--- config.mk ---
export PLATFORM = sky130hd
export DESIGN_NAME = param_fifo
export DESIGN_NICKNAME = d
export VERILOG_FILES = /design/src/rtl/param_fifo.sv
export SDC_FILE = /design/constraint.sdc
export NUM_CORES = 1
export LEC_CHECK = 0
export ABC_AREA = 1
export CAP_MARGIN = 15
export CORE_ASPECT_RATIO = 0.8
export CORE_MARGIN = 2
export CORE_UTILIZATION = 62
export DETAILED_ROUTE_END_ITERATION = 8
export GPL_ROUTABILITY_DRIVEN = 0
export GPL_TIMING_DRIVEN = 1
export MAX_ROUTING_LAYER = met4
export PLACE_DENSITY = 0.83
export SYNTH_ARGS = -nofsm -noshare
export SYNTH_HDL_FRONTEND = slang
export SYNTH_SLANG_ARGS = --single-unit
--- constraint.sdc ---
create_clock -name clk -period 4.29 [get_ports clk]
set_input_delay 0.429 -clock clk [delete_from_list [all_inputs] [get_ports clk]]
set_output_delay 0.429 -clock clk [all_outputs]
set_load 0.01 [all_outputs]
--- src/rtl/param_fifo.sv ---
// param_fifo: parametrised single-clock FIFO with first-word fall-through
// output, occupancy count, programmable almost flags, synchronous flush and
// sticky overflow/underflow error flags. Depth need not be a power of two.
module param_fifo #(
    parameter int WIDTH    = 8,
    parameter int DEPTH    = 8,
    parameter int AF_LEVEL = DEPTH - 1,
    parameter int AE_LEVEL = 1,
    localparam int CW      = $clog2(DEPTH + 1)
) (
    input  logic             clk,
    input  logic             rst,
    input  logic [WIDTH-1:0] dataIn,
    input  logic             write,
    input  logic             read,
    input  logic             flush,
    input  logic             clr_err,
    output logic [WIDTH-1:0] dataOut,
    output logic             empty,
    output logic             full,
    output logic             almost_empty,
    output logic             almost_full,
    output logic [CW-1:0]    count,
    output logic             overflow,
    output logic             underflow
);

    localparam int PW = (DEPTH > 1) ? $clog2(DEPTH) : 1;

    logic [WIDTH-1:0] r_mem [DEPTH];
    logic [PW-1:0]    r_wr_ptr;
    logic [PW-1:0]    r_rd_ptr;
    logic [CW-1:0]    r_count;
    logic             r_overflow;
    logic             r_underflow;

    logic             w_wr_en;
    logic             w_rd_en;
    logic             w_ovf_evt;
    logic             w_udf_evt;
    logic [PW-1:0]    w_wr_ptr_nxt;
    logic [PW-1:0]    w_rd_ptr_nxt;

    // Status decodes come only from the registered count.
    assign empty        = (r_count == '0);
    assign full         = (r_count == CW'(DEPTH));
    assign almost_empty = (r_count <= CW'(AE_LEVEL));
    assign almost_full  = (r_count >= CW'(AF_LEVEL));
    assign count        = r_count;
    assign overflow     = r_overflow;
    assign underflow    = r_underflow;

    // A full FIFO still accepts a write when a read frees a slot this cycle.
    // Flush masks both requests, so it can never raise an error flag.
    assign w_wr_en   = !flush & write & (!full | read);
    assign w_rd_en   = !flush & read & !empty;
    assign w_ovf_evt = !flush & write & full & !read;
    assign w_udf_evt = !flush & read & empty;

    // Explicit compare-and-wrap keeps non-power-of-two depths correct.
    assign w_wr_ptr_nxt = (r_wr_ptr == PW'(DEPTH - 1)) ? '0 : r_wr_ptr + 1'b1;
    assign w_rd_ptr_nxt = (r_rd_ptr == PW'(DEPTH - 1)) ? '0 : r_rd_ptr + 1'b1;

    // Stale entries are never visible: dataOut is forced to zero when empty.
    assign dataOut = empty ? '0 : r_mem[r_rd_ptr];

    // Storage array: written on accepted writes, no reset needed.
    always_ff @(posedge clk) begin
        if (w_wr_en && !rst)
            r_mem[r_wr_ptr] <= dataIn;
    end

    // Pointers and occupancy; flush returns to the empty state.
    always_ff @(posedge clk) begin
        if (rst || flush) begin
            r_wr_ptr <= '0;
            r_rd_ptr <= '0;
            r_count  <= '0;
        end else begin
            if (w_wr_en) r_wr_ptr <= w_wr_ptr_nxt;
            if (w_rd_en) r_rd_ptr <= w_rd_ptr_nxt;
            case ({w_wr_en, w_rd_en})
                2'b10:   r_count <= r_count + 1'b1;
                2'b01:   r_count <= r_count - 1'b1;
                default: r_count <= r_count;
            endcase
        end
    end

    // Sticky error flags; a new event in the clr_err cycle wins.
    always_ff @(posedge clk) begin
        if (rst) begin
            r_overflow  <= 1'b0;
            r_underflow <= 1'b0;
        end else begin
            r_overflow  <= w_ovf_evt | (r_overflow  & !clr_err);
            r_underflow <= w_udf_evt | (r_underflow & !clr_err);
        end
    end

endmodule
Yosys cells after proc, flatten, opt, wreduce, memory -nomap -nowiden
Memories as Yosys holds them, arrays and structs flattened. A register that Yosys moved wholly into a read port is not among the register bits.
Cells that the tools add are included.
{ "word_totals": {"ff_bits": 12, "mem_bits_rw": 64, "inputBits": 14, "output_inout_bits": 18, "wordCells": 47, "mem_count": 1} }
{ "mem_list": {"columns": ["memory", "words", "word_bits", "rd", "rd_clocked_by_memory_dff", "write_ports", "line", "rtl"], "rows": [
  ["r_mem", 8, 8, 1, 1, 1, "30", "logic [WIDTH-1:0] r_mem [DEPTH];"]
]} }
{ "classes": {"add_sub_neg": 4, "n_lt_le_gt_ge": 2, "eq_ne": 5, "n_mux": 8, "bitwise_logic": 12, "n_reduce_logical": 10} }
{ "op_table": {"columns": ["op", "n"], "rows": [
  ["3-bit two-way mux", 4],
  ["1-bit AND", 9],
  ["8-bit two-way mux", 1],
  ["4-bit one-hot mux with 2 select lines", 1],
  ["3-bit by 1-bit adder with 3-bit output (second input constant)", 2],
  ["3-bit == test (second input constant)", 2],
  ["1-bit zero test", 6],
  ["4-bit by 1-bit adder with 4-bit output (second input constant)", 1],
  ["4-bit == test (second input constant)", 1],
  ["4-bit by 3-bit greater-or-equal comparator with 1-bit output (second input constant)", 1],
  ["4-bit by 1-bit <= comparator with 1-bit output (second input constant)", 1],
  ["4-bit zero test", 1],
  ["4-bit by 1-bit subtractor with 4-bit output (second input constant)", 1],
  ["1-bit bitwise OR", 3],
  ["2-bit by 1-bit == test with 1-bit output (second input constant)", 1],
  ["2-bit == test (second input constant)", 1],
  ["1-bit two-way mux", 2],
  ["2-bit nonzero test", 1],
  ["1-bit logical AND", 1],
  ["1-bit logical OR", 1]
]} }

Longest topological paths before layout
Gate-level depths: netlist (run 1).
{ "depth": {"ltp_word": 7, "mapped_depth": 14, "depth_no_buf": 14} }

Worst setup path after synthesis (run 1)
OpenSTA, ideal clock, no wires.
{ "synth_path": {"path_type": "register -> register", "from": "register r_count[0] (netlist: count[0])", "to": "memory r_mem[0][0] (enable)", "setup_ps": 383, "arrival_time_ps": 1806, "required_ps": 3907, "slack_ps": 2101, "stages_incl_launch_ff": 8, "n_path_buf": 0, "synth_period_minus_slack_ps": 2189, "cell_sequence": "dfxtp_1 -> inv_1 -> ha_1 -> nand2_1 -> nor2_4 -> nand2_4 -> nand3b_2 -> nor3_1"} }
{ "synth_between": {"elab_chain_cells": 7} }
{ "synth_rtl": {"columns": ["item", "line", "rtl"], "rows": [
  ["from (decl)", "33", "logic [CW-1:0] r_count;"],
  ["from (signal assigned)", "83", "2'b10: r_count <= r_count + 1'b1;"],
  ["from (signal assigned)", "84", "2'b01: r_count <= r_count - 1'b1;"],
  ["from (signal assigned)", "85", "default: r_count <= r_count;"],
  ["4-bit == test", "46", "assign full = (r_count == CW'(DEPTH));"],
  ["named net full", "20", "output logic full,"],
  ["1-bit zero test", "55", "assign w_wr_en = !flush & write & (!full | read);"],
  ["1-bit bitwise OR", "55", null],
  ["1-bit AND", "55", null],
  ["1-bit logical AND", "69", "if (w_wr_en && !rst)"],
  ["1-bit two-way mux", "69", null],
  ["1-bit two-way mux (implied by the code)", "70", "r_mem[r_wr_ptr] <= dataIn;"],
  ["to (decl)", "30", null]
]} }
The timed path passes the listed nets, and every way through them passes these cells.

==> flow_summary.ini, run 1 <==
[status]
status = finished, final reports clean

[synthesis]
syn_nets = 413
ys_seq_area_frac = 0.604
synth_cell_types = 27
synth_warnings = 0
synth_top_area_frac = 0.523
synthTopCellsByArea = edfxtp_1 (52%), nand2_1 (12%), dfxtp_1 (8.2%), inv_1 (6.5%), nand3_1 (4.8%)
synth_area_per_cell_um2 = 9.43
yosys.area.top_type = edfxtp_1
synthCells = 390
syn_area_um2 = 3680
synth-seq-cells = 79

[clocking]
post_cts_resized = 0
clk_pin_slew_ns = 0.07
post-cts-setup-buffer-count = 0
cts_hold_buffers = 0
cts_tree = done
cts.sinks = 79
worst_skew_pair.late_latency_ns = 0.34
root_buffer = clkbuf_8
numCtsBuffers = 9
clock_path_buffers = 2
cts-htree-levels = 3

[critical_path]
crit-reg2reg-launch = count[0]
path_buf_inv = 2
cp_top_family = buffers and inverters
crit_type = flip-flop to output pin
cp_data_arrival_time_ns = 2.46
critPathSlowestCell = dfxtp_1
crit_path_start_kind = flip-flop
end_kind = output pin
crit_fanout = 18
worst_path_largest_cell_delay_ns = 0.76
worstPathRequired_ns = 3.86
r2r_cells = 7
crit_top_cell = nand2_1
crit_chain = buf_4 > nand2_1 > nand2_1 > nand2_1 > nand2_1 > nor2_1 > nor2_1 > clkdlybuf4s50_1
rr_endpoint = r_mem[4][2]
r2r_setup_slack_ns = 1.65

[min_path]
min_path_type = flip-flop to flip-flop
holdPathEnd = overflow
hold_depth = 2
hp-start = overflow

[routing]
firstDrtPassIters = 5
drt_iter0_markers = 278
drtAntennaViolNets = 0
vias_per_cell = 5.26
drc = 0
drt-wirelength-per-cell_um = 15.5
vias = 2670
wl_um = 7890

[cells_and_area]
n_antenna_cell = 0
drive_gt1_frac = 0.0679
fin_nets = 445
area_growth_pct = 14.6
fin_util = 0.724

[global_routing]
grt_antenna_before_repair = 0
grt_overflow = 0
grt_pass1_vias = 2511
grt_max_degree = 33
grtUsageTotal = 0.261
grt_pass1_wl_um = 12400

[floorplan]
rows = 25
die_width_um = 90.1
io-pin-count = 32
core-area_um2 = 5820
floorplan.initialDensity = 0.632
die_h_um = 72.9
die-area_um2 = 6570

[sta]
rsz0062_at_grt = no
relSlewSlack = 0.253
fmax_mhz = 346
tns_ns = 0
period_minus_slack_ns = 2.89
slew_viol_final = 0
setup-violations-final = 0
hold_viol_final = 0
finClkSkew_ns = 0.00692
tightest_slew_ns = 1.11
fin_crit_sh = 0.674

[pwr]
p_leak_nw = 1.81
ir_drop_v = 0.000311
power_density_nw_per_um2 = 357

[placement]
port-buffer-count = 31
hpwl_um = 5410

[job]
maxCapViolations = 0
[final cells by class]
cell class | instances | area [um^2]
inverters | 68 | 264
clock inverters | 5 | 82.6
flip-flops and latches | 79 | 2220
fillers | 436 | 1610
multi-input cells | 231 | 1090
repair buffers | 33 | 323
well taps | 81 | 101
clock buffers | 11 | 131
[kinds of logic (layout without fill, tap and decap cells)]
kind of cell               Yosys count  in the layout  synth area share
and+or+nand+nor                    210            210             0.247
buffers and inverters               80            117            0.0997
DFF                                 79             79             0.604
AOI/OAI and AO/OA                   11             11            0.0157
adders and majority gates            9              9            0.0306
xor gates and xnor gates             1              1           0.00238
[tightest hold or removal path, cell delays in order (launching register included)]
cell	delay, ns
dfxtp_1	0.31
nand2_1	0.06
a21oi_1	0.05
[where the power goes]
part | internal [W] | leakage [nW] | switching [W] | total, W
sequential | 0.000833 | 0.698 | 0.00000531 | 0.000838
combinational | 0.0000312 | 1.02 | 0.0000471 | 0.0000783
clock | 0.000328 | 0.0958 | 0.000259 | 0.000587
total | 0.00119 | 1.81 | 0.000311 | 0.00150
[synthesized netlist by cell type]
| cell | n |
|---|---|
| o211ai_1 | 1 |
| nor2_4 | 2 |
| nor2_2 | 1 |
| nand3_4 | 1 |
| inv_2 | 1 |
| xor2_1 | 1 |
| buf_6 | 5 |
| nor3_1 | 9 |
| inv_1 | 64 |
| ha_1 | 9 |
| buf_4 | 5 |
| buf_2 | 1 |
| edfxtp_1 | 64 |
| or2_2 | 1 |
| inv_4 | 1 |
| dfxtp_1 | 15 |
| clkinv_2 | 1 |
| nand4_1 | 1 |
| nand2_4 | 3 |
| nand3_1 | 35 |
| a21oi_1 | 4 |
| nand2_1 | 122 |
| nor2_1 | 34 |
| clkbuf_1 | 1 |
| nand3b_2 | 1 |
| inv_6 | 1 |
| o21ai_0 | 6 |
[state kept, by name (all words and copies together), names as in the netlist, named ones only]
signal     count
count          4
overflow       1
r_mem         64
r_rd_ptr       3
r_wr_ptr       3
underflow      1
[through the flow]
| stage | instance area, um^2 | worst slack (ns) | cells | hold WS (ns) | power [W] |
|---|---|---|---|---|---|
| floorplan | 3680 | 2.10 | 390 | 0.481 | 0.000890 |
| global placement | 3990 | 1.74 | 491 | 0.459 | 0.000930 |
| detailed placement | 3990 | 1.63 | 491 | 0.461 | 0.000933 |
| CTS | 4210 | 1.42 | 507 | 0.471 | 0.00151 |
| global route | 4210 | 1.25 | 508 | 0.493 | 0.00155 |
| finish | 4210 | 1.40 | 508 | 0.467 | 0.00150 |
[how the worst max path moves through the flow]
stage | from | endpoint | slack, ns | cells past startpoint
after CTS | flip-flop | dataOut[7] | 1.42 | 8
after global placement | flush | r_mem[5][0] | 1.74 | 4
after global routing | flip-flop | dataOut[7] | 1.25 | 8
final | flip-flop | dataOut[3] | 1.40 | 8
after detailed placement | flush | r_mem[3][0] | 1.63 | 4
after floorplan | count[0] | r_mem[0][0] | 2.10 | 7
[placed cells by master (no fill, tap or decap), types with 4 or more instances in the layout]
master / Yosys / layout
dfxtp_1: 15 / 15
inv_1: 64 / 64
nor3_1: 9 / 9
ha_1: 9 / 9
clkdlybuf4s50_1: 0 / 31
nand2_1: 122 / 122
clkbuf_8: 0 / 9
a21oi_1: 4 / 4
nand3_1: 35 / 35
o21ai_0: 6 / 6
edfxtp_1: 64 / 64
nor2_1: 34 / 34
[metal layers]
layer  routed length (um)  GRT usage
met5                    0          -
met4                  111     0.0752
met3                  554     0.0661
met2                 3700      0.418
met1                 3530      0.339
Note: power is estimated with default switching activity, not from simulation.
==> run 2, diff against run 1 <==
--- a/config.mk
+++ b/config.mk
@@ -9,12 +9,12 @@
 export CAP_MARGIN = 15
 export CORE_ASPECT_RATIO = 0.8
 export CORE_MARGIN = 2
-export CORE_UTILIZATION = 62
+export CORE_UTILIZATION = 57
 export DETAILED_ROUTE_END_ITERATION = 8
 export GPL_ROUTABILITY_DRIVEN = 0
 export GPL_TIMING_DRIVEN = 1
 export MAX_ROUTING_LAYER = met4
-export PLACE_DENSITY = 0.83
+export PLACE_DENSITY = 0.77
 export SYNTH_ARGS = -nofsm -noshare
 export SYNTH_HDL_FRONTEND = slang
 export SYNTH_SLANG_ARGS = --single-unit
==> constraint.sdc (replaced) <==
create_clock -name clk -period 2.9 [get_ports clk]
set_input_delay 0.29 -clock clk [delete_from_list [all_inputs] [get_ports clk]]
set_output_delay 0.29 -clock clk [all_outputs]
set_load 0.01 [all_outputs]
==> flow_summary.ini, run 2 (same netlist as run 1, synthesis figures left out) <==
[routing]
drc = 0
drt-wirelength-per-cell_um = 14.0
drt_iter0_markers = 228
wl_um = 7260
firstDrtPassIters = 5
vias = 2656
drtAntennaViolNets = 0
vias_per_cell = 5.11

[sta]
setup-violations-final = 0
tightest_slew_ns = 0.658
tns_ns = 0
rsz0062_at_grt = no
hold_viol_final = 0
fin_hold_ws_ns = 0.482
fin_crit_sh = 0.871
relSlewSlack = 0.561
period_minus_slack_ns = 2.53
slew_viol_final = 0
fmax_mhz = 396
finClkSkew_ns = 0.00656

[cells_and_area]
drive_gt1_frac = 0.0917
largest_register = r_mem
layout_commonest_cell = nand2_1
area_growth_pct = 16.3
largest_register_ffs = 64
fin_nets = 454
final_cell_mix = nand2_1 (122), inv_1 (64), edfxtp_1 (64)
n_antenna_cell = 0

[global_routing]
grt_overflow = 0
grt_pass1_wl_um = 12000
grt_antenna_before_repair = 0
grt_max_degree = 33
grt_pass1_vias = 2528
grtUsageTotal = 0.237

[floorplan]
core-area_um2 = 6310
die_width_um = 93.8
die-area_um2 = 7110
floorplan.initialDensity = 0.583
io-pin-count = 32
rows = 26
die_h_um = 75.8

[critical_path]
cp_data_arrival_time_ns = 2.24
crit_fanout = 14
crit_type = flip-flop to output pin
end_kind = output pin
crit_path_start_kind = flip-flop
worstPathRequired_ns = 2.61

[pwr]
ir_drop_v = 0.000287
power_frac_comb = 0.050
pwr-share-clk = 0.382
p_seq_frac = 0.567
p_sw_w = 0.000493
swShare = 0.226
power_density_nw_per_um2 = 510
p_leak_nw = 1.86
internal_power_w = 0.00169

[job]
maxCapViolations = 0

[status]
status = finished, final reports clean

[placement]
hpwl_um = 4900
port-buffer-count = 31

[clocking]
cts_hold_buffers = 0
clock_path_buffers = 2
cts_tree = done
numCtsBuffers = 9
post_cts_resized = 0
clk_pin_slew_ns = 0.08
post-cts-setup-buffer-count = 0
cts.sinks = 79
cts-htree-levels = 3
worst_skew_pair.late_latency_ns = 0.35
root_buffer = clkbuf_8

[min_path]
min_path_type = flip-flop to flip-flop
[run 2: cell types whose count changed in the layout (fill, tap and decap cells not counted), sizes merged]
cell	change
buf	+9
clkbuf	-2
bufinv	-1
clkinv	+1
inv	+4
clkinvlp	-2
[run 2: layer usage]
layer | part of all wire | wire length [um] | GRT usage
met5 | 0 | 0 | -
met4 | 0.015 | 107 | 0.0676
met3 | 0.077 | 562 | 0.0653
met2 | 0.48 | 3490 | 0.394
met1 | 0.43 | 3100 | 0.289
[run 2: power groups by stage]
stage                     Combinational [W]  Sequential (W)  Clock [W]
final                              0.000110         0.00124   0.000835
after global routing               0.000123         0.00124   0.000899
after CTS                          0.000110         0.00124   0.000849
after detailed placement           0.000110         0.00126          0
after global placement             0.000106         0.00126          0
after floorplan                   0.0000551         0.00126          0
[run 2: final cells by class]
class                      count  area, um^2
clock buffer                   9         124
clock inverter                 7        78.8
fill                         502        2030
inverter                      68         264
multi-input combinational    231        1090
sequential                    79        2220
tap                           84         105
timing repair buffer          42         393
[run 2: worst paths after layout]
check | cells after the start | startpoint | slack (ns) | endpoint
setup / recovery | 6 | flip-flop | 0.37 | dataOut[7]
hold / removal | 2 | overflow | 0.48 | overflow
setup reg to reg | 8 | count[0] | 0.65 | r_mem[6][6]
hold reg to reg | 2 | overflow | 0.48 | overflow
[run 2: metrics by stage]
step | cell area (um^2) | cells | total power (W) | utilization | setup slack, ns
finish | 4280 | 520 | 0.00218 | 0.678 | 0.374
global route | 4280 | 520 | 0.00226 | 0.678 | 0.220
CTS | 4280 | 520 | 0.00220 | 0.677 | 0.250
detailed placement | 4070 | 504 | 0.00137 | 0.645 | 0.639
global placement | 4070 | 504 | 0.00137 | 0.645 | 0.677
floorplan | 3680 | 390 | 0.00132 | - | 0.711
[run 2: worst max-delay path, stage by stage, from the launching register on]
cell and delay (ns):
dfxtp_1 0.75, buf_4 0.25, nand3_1 0.09, nand2_1 0.07
nor2_1 0.04, nor2_1 0.13, clkdlybuf4s50_1 0.55
==> run 3, diff against run 2 <==
==> constraint.sdc (replaced) <==
create_clock -name clk -period 2.9 [get_ports clk]
set_input_delay 0.29 -clock clk [delete_from_list [all_inputs] [get_ports clk]]
set_output_delay 0.29 -clock clk [all_outputs]
set_load 0.02 [all_outputs]
==> flow_summary.ini, run 3 (same netlist as run 1, synthesis figures left out) <==
[status]
status = finished, final reports clean

[critical_path]
worstPathRequired_ns = 2.61
crit-reg2reg-launch = count[0]
crit_fanout = 17
crit_path_start_kind = flip-flop
rr_endpoint = r_mem[6][6]
end_kind = output pin
r2r_cells = 8
cp_data_arrival_time_ns = 2.25
crit_top_cell = nand2_1
critPathSlowestCell = clkdlybuf4s50_1
crit_type = flip-flop to output pin
r2r_setup_slack_ns = 0.60
crit_chain = buf_4 > nand2_1 > nand2_1 > nand2_1 > nand2_1 > nor2_1 > nor2_1 > clkdlybuf4s50_1
worst_path_largest_cell_delay_ns = 0.61

[pwr]
swShare = 0.215
power_frac_comb = 0.055
p_leak_nw = 1.85
p_sw_w = 0.000461
pwr-share-clk = 0.367
p_seq_frac = 0.578
ir_drop_v = 0.000269
internal_power_w = 0.00168
power_density_nw_per_um2 = 502

[clocking]
clock_path_buffers = 2
cts_tree = done
root_buffer = clkbuf_8
worst_skew_pair.late_latency_ns = 0.35
clk_pin_slew_ns = 0.08
cts_hold_buffers = 0
cts-htree-levels = 3
cts.sinks = 79
numCtsBuffers = 9

[cells_and_area]
layout_commonest_cell = nand2_1
fin_nets = 454
fin_util = 0.676
largest_register = r_mem
n_antenna_cell = 0
largest_register_ffs = 64
final_cell_mix = nand2_1 (122), inv_1 (64), edfxtp_1 (64)
drive_gt1_frac = 0.0894
stdcell_count = 520
nFillCells = 508
area_growth_pct = 16.0

[min_path]
hold_depth = 2
hp-start = underflow
min_path_type = flip-flop to flip-flop
holdPathEnd = underflow

[sta]
slew_viol_final = 0
tightest_slew_ns = 0.685
fin_hold_ws_ns = 0.471
hold_viol_final = 0
relSlewSlack = 0.543
fmax_mhz = 393
setup-violations-final = 0
fin_crit_sh = 0.877
rsz0062_at_grt = no
tns_ns = 0
finClkSkew_ns = 0.0106
period_minus_slack_ns = 2.54

[routing]
drc = 0
firstDrtPassIters = 5
vias = 2633
drtAntennaViolNets = 0
vias_per_cell = 5.06
wl_um = 7560
drt_iter0_markers = 191
drt-wirelength-per-cell_um = 14.5

[floorplan]
core-area_um2 = 6310
die-area_um2 = 7110
floorplan.initialDensity = 0.583
rows = 26
io-pin-count = 32
die_h_um = 75.8
die_width_um = 93.8

[placement]
hpwl_um = 4970
dp.cells = 504
port-buffer-count = 31

[global_routing]
grt_max_degree = 33
grt_pass1_vias = 2494
grtUsageTotal = 0.233
grt_antenna_before_repair = 0
grt_overflow = 0
grt_pass1_wl_um = 11800

[job]
maxCapViolations = 0
==> run 3: cell count changes in the layout (fill, tap and decap cells not counted) <==
cell	previous run	this run
clkbuf_1	0	2
clkinv_2	1	2
inv_8	1	0
inv_6	4	2
clkinvlp_4	1	2
clkinv_1	1	0
==> run 3: power groups by stage <==
stage	logic [W]	clock network [W]	registers, W
after floorplan	0.0000590	0	0.00126
after global placement	0.000112	0	0.00126
after detailed placement	0.000116	0	0.00126
after CTS	0.000117	0.000803	0.00124
after global routing	0.000129	0.000842	0.00124
final	0.000117	0.000786	0.00124
==> run 3: cell type report <==
type	instances	area, um^2	share of cell area
Clock buffer	11	131	0.0308
Clock inverter	5	58.8	0.0138
Inverter	68	264	0.0619
Multi-Input combinational cell	231	1090	0.255
Sequential cell	79	2220	0.521
Tap cell	84	105	0.0246
Timing Repair Buffer	42	393	0.0921
==> run 3: what timing repair did <==
action	4_1_cts	5_1_grt
endpoints found under the hold margin	0	0
gates resized for setup	0	1
setup buffers	0	0
endpoints found under the setup margin	0	3
==> run 3: worst max-delay path by stage <==
| stage | slack (ns) | to | depth (start not counted) |
|---|---|---|---|
| detailed placement | 0.53 | dataOut[2] | 8 |
| CTS | 0.15 | dataOut[2] | 8 |
| global route | 0.25 | dataOut[1] | 8 |
| global placement | 0.61 | dataOut[0] | 8 |
| floorplan | 0.59 | r_mem[0][0] | 7 |
| finish | 0.36 | dataOut[2] | 8 |
==> run 3: routing by layer <==
metal	vias to the layer above	wire, um	track usage
met5	-	0	-
met4	0	138	0.0837
met3	14	541	0.0643
met2	96	3670	0.385
met1	1210	3220	0.281
li1	1313	-	-
==> run 3: critical path: cells and delay by family, from the launching register on <==
family        cells  cell delay (ns)
flops             1             0.54
buf+inv           2             0.89
simple gates      6             0.48
==> run 3: per-stage QoR <==
stage / total power [W] / cell area, um^2 / setup WS [ns]
floorplan: 0.00132 / 3680 / 0.591
global placement: 0.00138 / 4070 / 0.609
detailed placement: 0.00138 / 4070 / 0.528
CTS: 0.00216 / 4260 / 0.149
global route: 0.00221 / 4260 / 0.246
finish: 0.00214 / 4260 / 0.357
